===== src/rtl/spm_res_unloader.sv =====
// spm_res_unloader: drains a two-coefficients-per-word result RAM onto a valid/ready stream.
// Define SPM_RES_MODQ_EN to reduce each coefficient once modulo Q on the way out.
module spm_res_unloader #(
  parameter int N = 1024,
  parameter int COEFF_WIDTH = 8,
  parameter int Q = 251
) (
  input  logic                       clk,
  input  logic                       rst,
  input  logic                       start,
  output logic                       busy,
  output logic                       done,
  output logic                       ram_rd_en,
  output logic [$clog2(N/2)-1:0]     ram_rd_addr,
  input  logic [2*COEFF_WIDTH-1:0]   ram_data_in,
  output logic                       m_valid,
  input  logic                       m_ready,
  output logic [COEFF_WIDTH-1:0]     m_data,
  output logic [$clog2(N)-1:0]       m_index,
  output logic                       m_last
);
  localparam int AW = $clog2(N/2);
  typedef enum logic [2:0] {IDLE, RD, CAP, LO, HI, FIN} state_t;
  state_t state, state_n;
  logic [AW-1:0] addr, addr_n;
  logic [2*COEFF_WIDTH-1:0] word;
  logic [COEFF_WIDTH-1:0] coef;
  logic last_word;
  if (N % 2 != 0 || Q < 1) begin : g_param_check
    $error("spm_res_unloader: N must be even and Q positive");
  end
  always_ff @(posedge clk or posedge rst) begin
    if (rst) begin
      state <= IDLE;
      addr <= '0;
      word <= '0;
    end else begin
      state <= state_n;
      addr <= addr_n;
      if (state == CAP) word <= ram_data_in;
    end
  end
  always_comb begin
    state_n = state;
    addr_n = addr;
    case (state)
      IDLE: if (start) begin
        state_n = RD;
        addr_n = '0;
      end
      RD:  state_n = CAP;
      CAP: state_n = LO;
      LO:  if (m_ready) state_n = HI;
      HI:  if (m_ready) begin
        state_n = last_word ? FIN : RD;
        addr_n = last_word ? addr : addr + 1'b1;
      end
      default: state_n = IDLE;
    endcase
  end
  assign last_word = addr == AW'(N/2-1);
  assign busy = state inside {RD, CAP, LO, HI};
  assign done = state == FIN;
  assign ram_rd_en = state == RD;
  assign ram_rd_addr = addr;
  assign m_valid = state == LO || state == HI;
  assign m_index = {addr, state == HI};
  assign m_last = state == HI && last_word;
  assign coef = state == HI ? word[2*COEFF_WIDTH-1:COEFF_WIDTH] : word[COEFF_WIDTH-1:0];
`ifdef SPM_RES_MODQ_EN
  localparam logic [COEFF_WIDTH-1:0] QW = COEFF_WIDTH'(Q);
  assign m_data = coef >= QW ? coef - QW : coef;
`else
  assign m_data = coef;
`endif
endmodule


===== config.mk =====
export PLATFORM = sky130hd
export DESIGN_NAME = spm_res_unloader
export DESIGN_NICKNAME = d
export VERILOG_FILES = /design/src/rtl/spm_res_unloader.sv
export SDC_FILE = /design/constraint.sdc
export NUM_CORES = 1
export LEC_CHECK = 0
export CAP_MARGIN = 30
export CORE_MARGIN = 1.5
export CORE_UTILIZATION = 47
export DETAILED_ROUTE_END_ITERATION = 8
export GPL_TIMING_DRIVEN = 1
export PLACE_DENSITY_LB_ADDON = 0.1
export SLEW_MARGIN = 20
export SYNTH_ARGS = -nofsm -noshare
export SYNTH_HDL_FRONTEND = slang
export SYNTH_SLANG_ARGS = --single-unit

===== constraint.sdc =====
create_clock -name clk -period 6.6 [get_ports clk]
set_clock_uncertainty 0.05 [all_clocks]
set_input_delay 0.99 -clock clk [delete_from_list [all_inputs] [get_ports clk]]
set_output_delay 0.99 -clock clk [all_outputs]
set_load 0.01 [all_outputs]

After elaboration in Yosys (flattened, before gate mapping)

Cells that the tools add are included.

Bits in registers: 28
Latch bits: 0
Memory bits (writable): 0
Bits in read-only memories: 0
Output and inout bits: 32
Word-level logic and storage cells: 31
Memories kept: 0

Add/sub/neg operators: 1
Multipliers: 0
Div/mod/pow operators: 0
$lt $le $gt $ge: 0
Equality and inequality tests: 10
Shifts and indexed selects: 0
Multiplexer cells: 10
Bitwise gates (word level): 0
Reduce and logical (&&, ||, !) cells: 7

Operators with widths:

| cell                                           | number |
|---|---|
| two-way mux 9 bit                              | 3 |
| one-hot mux 9 bit (2 select lines)             | 1 |
| one-hot mux 3 bit (5 select lines)             | 1 |
| two-way mux 3 bit                              | 4 |
| adder 9 x 1 -> 9 bit (second input constant)   | 1 |
| == test 9 bit (second input constant)          | 1 |
| two-way mux 8 bit                              | 1 |
| != test 2 bit (second input constant)          | 4 |
| == test 3 x 2 -> 1 bit (second input constant) | 2 |
| == test 3 bit (second input constant)          | 2 |
| AND reduction 4 bit                            | 1 |
| nonzero test 4 bit                             | 1 |
| == test 3 x 1 -> 1 bit (second input constant) | 1 |
| zero test 3 bit                                | 1 |
| AND reduction 3 bit                            | 1 |
| nonzero test 2 bit                             | 1 |
| logical AND 1 bit                              | 1 |
| logical OR 1 bit                               | 1 |

Longest topological paths before layout

Depth after elaboration: 4
Mapped depth: 10

Worst setup path before layout

Ideal clock, no wire load.

Kind: register -> output
Start point: register state[0]
End point: output port m_data[0]
Arrival: 1.421 ns
Required time: 5.560 ns
Setup slack: 4.139 ns
Stages on the path, launching flop included: 7
Cells stage by stage: dfrtp_1 > buf_6 > or3b_2 > inv_1 > buf_2 > nand2_1 > nand2_1

Cells in the longest elaborated chain, start to end: 2

RTL lines:

| item                   | line | source |
|---|---|---|
| from (decl)            | 24   | `state_t state, state_n;` |
| from (signal assigned) | 38   | `state <= state_n;` |
| == test 3 bit          | n/a  |  |
| via m_index[0]         | 19   | `output logic [$clog2(N)-1:0] m_index,` |
| two-way mux 8 bit      | 69   | `assign coef = state == HI ? word[2*COEFF_WIDTH-1:COEFF_WIDTH] : word[COEFF_WIDTH-1:0];` |
| to (decl)              | 18   | `output logic [COEFF_WIDTH-1:0] m_data,` |

The timed path passes the listed nets, and every way through them passes these cells.

Worst setup path after layout

Start point: register state[2]
End point: output port m_data[3]

Cells in the longest elaborated chain, start to end: 2

RTL lines:

| item              | line |
|---|---|
| == test 3 bit     | 69 |
| two-way mux 8 bit | 69 |

Every way passes these cells.

==> run summary <==
Fin Setup TNS: 0 ns
worst r2r path cells: 9
crit end category: primary output
cell-internal power: 484 µW
P_sw: 259 µW
FILL cells: 267
FF-to-FF End: ram_rd_addr[5]$_DFFE_PP0P_
Ant. Diodes: 0
cts bufs inserted: 3
Root Driver: clkbuf_4
FF-to-FF Start: ram_rd_addr[0]$_DFFE_PP0P_
largest family of logic cells by synthesized area: simple AND/OR/NAND/NOR gates
Post-Syn Instances: 147
chip width: 58.7 µm
Final Hold Viols: 0
top cell type's share of synthesized area: 48.1%
# Post-CTS Setup Buffers: 0
TritonCTS clock tree: done
Vert. Die Dim: 58.7 µm
register area share after synthesis: 48.1%
vias in the first global route: 1032
clock share of power: 9.3%
worst hold path class: flop to flop
Worst VDD drop: 0.206 mV
Yosys reg bits: 28
post-route ant nets: 0
post-synthesis simple-gate area fraction: 20.3%
status: complete, no violations
DRC: 0
Power Density: 380 nW/µm²
Post-Syn Nets: 169
Iter 0 DRT Violations: 29
P_leak: 0.000818 µW
total global-route track usage: 18.7%
CP arrival: 2.66 ns
Rows: 20
Slew @ Worst Pin: 0.568 ns
fmax: 270 MHz
Port Buffers: 51
Slew Viols, Final: 0
CP Class: flop to primary output
unrepaired setup endpoints after global routing: false
Required @ worst endpoint: 5.56 ns
crit path max fanout: 14
Netlist Area Pre-Place: 1460 µm²
GRT overflow: 0
min Tclk post-route: 3.70 ns
WHS Path Cells: 1
most common cell after layout, fill and taps aside: clkdlybuf4s50_1
Initial Utilization: 48.5%
Setup Viol. Count Final: 0
WL per Instance: 13.5 µm
combinational share of power: 50.0%
via count: 1148
I/O pins: 52
total die area: 3440 µm²
Tot Pwr: 743 µW
clk_lat worst skew: 0.32 ns
initial antenna violation count: 0
Clk pin slew, worst setup/hold paths: 0.15 ns
first-pass GRT wire length: 4890 µm
library cells used by synthesis: 33
hold_sp: word[12]$_DFFE_PP0P_
adder-cell share of the synthesized area: 1.72%
DP HPWL: 2250 µm
Synth area leaders: dfrtp_1, mux2_2, nand2_1
largest net degree at the start of global routing: 16
Vias/cell: 5.19
DRT Pass-1 Iters: 5
DRT Wirelength: 2970 µm
sequential power share: 40.7%
share of layout cells above drive strength 1: 12.8%
Ys Warns: 0
nets: 212
Final period util: 56.1%
max cap viols: 0
GP Congestion: 0.738
clock buffer depth: 2
Avg Cell Area, Syn: 9.92 µm²
area grow syn2layout: 34.0%
Synth area leader: dfrtp_1
post-synthesis compound-gate area fraction: 7.73%
Clock Sinks: 28
most frequent cells in the layout: clkdlybuf4s50_1, nand2_1, dfrtp_1
WHS Endpoint: word[12]$_DFFE_PP0P_
# resized after CTS: 0
Startpoint Class: flop
R2R setup slack: 3.95 ns
CTS Hold Bufs: 0
core area: 3000 µm²
sw frac: 34.8%
CTS H-tree lvls: 1
Slew headroom: 62.1%
XOR/XNOR share of the synthesized area: 1.80%
mux contribution to synthesized area: 12.4%
-- metrics by stage --
stage / instance area, µm² / instances / utilization, % / hold WS, ns / setup slack (ns)
3_5_place_dp: 1930 / 218 / 64.3 / 0.446 / 3.27
6_report: 1950 / 221 / 65.0 / 0.474 / 2.90
2_1_floorplan: 1460 / 147 / - / 0.431 / 4.14
3_3_place_gp: 1910 / 216 / 63.5 / 0.441 / 3.33
5_1_grt: 1950 / 221 / 65.0 / 0.495 / 2.71
4_1_cts: 1950 / 221 / 65.0 / 0.477 / 2.88
-- Yosys cell counts --
| cell type | instances |
|---|---|
| nand2_1 | 34 |
| dfrtp_1 | 28 |
| mux2_2 | 16 |
| buf_4 | 9 |
| o21ai_0 | 8 |
| nor2_1 | 5 |
| a21oi_1 | 4 |
| inv_1 | 4 |
| buf_2 | 3 |
| nand3_1 | 3 |
| xnor2_1 | 3 |
| a211oi_1 | 2 |
| clkbuf_1 | 2 |
| ha_1 | 2 |
| nand4_1 | 2 |
| nor2b_1 | 2 |
| nor3b_1 | 2 |
| o31ai_1 | 2 |
| or4_1 | 2 |
| a21o_1 | 1 |
| and2_1 | 1 |
| and3_1 | 1 |
| and3b_1 | 1 |
| buf_6 | 1 |
| nand2b_1 | 1 |
| nand3b_1 | 1 |
| nand4b_1 | 1 |
| nor3b_2 | 1 |
| o221ai_1 | 1 |
| o22ai_1 | 1 |
| or2_4 | 1 |
| or3_1 | 1 |
| or3b_2 | 1 |
-- registers in the layout (all words and copies together) (netlist names) --
register and cells:
state 3, ram_rd_addr 9, word 16
-- power groups by stage --
stage	Combinational [µW]	Clock, µW	Sequential [µW]
final	372	69.1	302
after global routing	403	77.4	315
after CTS	376	70.6	303
after detailed placement	375	0	307
after global placement	364	0	300
after floorplan	239	0	284
-- worst max-delay path, cell delays in order (launching register included) --
cell	delay, ns
dfrtp_1	0.60
or3b_2	0.63
inv_1	0.38
nand2_1	0.11
nand2_1	0.08
clkdlybuf4s50_1	0.54
-- final cells by class --
class | count | area (µm²) | share of cell area (%)
tap | 33 | 41.3 | 2.11
clock buffer | 3 | 22.5 | 1.15
multi-input combinational | 100 | 641 | 32.8
timing repair buffer | 53 | 533 | 27.3
inverter | 4 | 15.0 | 0.769
sequential | 28 | 701 | 35.9
-- worst max path at each step --
stage          depth (start not counted)            startpoint         to  slack, ns
2_1_floorplan                          6  state[0]$_DFFE_PP0P_  m_data[0]       4.14
3_3_place_gp                           5  state[2]$_DFFE_PP0P_  m_data[0]       3.33
5_1_grt                                5  state[2]$_DFFE_PP0P_  m_data[3]       2.71
3_5_place_dp                           5  state[2]$_DFFE_PP0P_  m_data[3]       3.27
4_1_cts                                5  state[2]$_DFFE_PP0P_  m_data[3]       2.88
6_report                               5  state[2]$_DFFE_PP0P_  m_data[3]       2.90
-- routing by layer --
metal / wire length (µm) / global-route usage (%) / vias to the layer above
met1: 1330 / 25.6 / 539
met3: 107 / 1.98 / 2
li1: - / - / 576
met2: 1520 / 31.3 / 31
met4: 19 / 5.84 / 0
met5: 0 / 0 / -
-- cells by family (layout without fill, tap and decap cells) --
kind of cell             after synthesis  in the layout
AND/OR/NAND/NOR                       60             60
flip-flops                            28             28
AO/OA/AOI/OAI                         19             19
buffers and inverters                 19             60
multiplexers                          16             16
XOR/XNOR                               3              3
adder cells (fa/ha/maj)                2              2
Note: power is estimated with default switching activity, not from simulation.
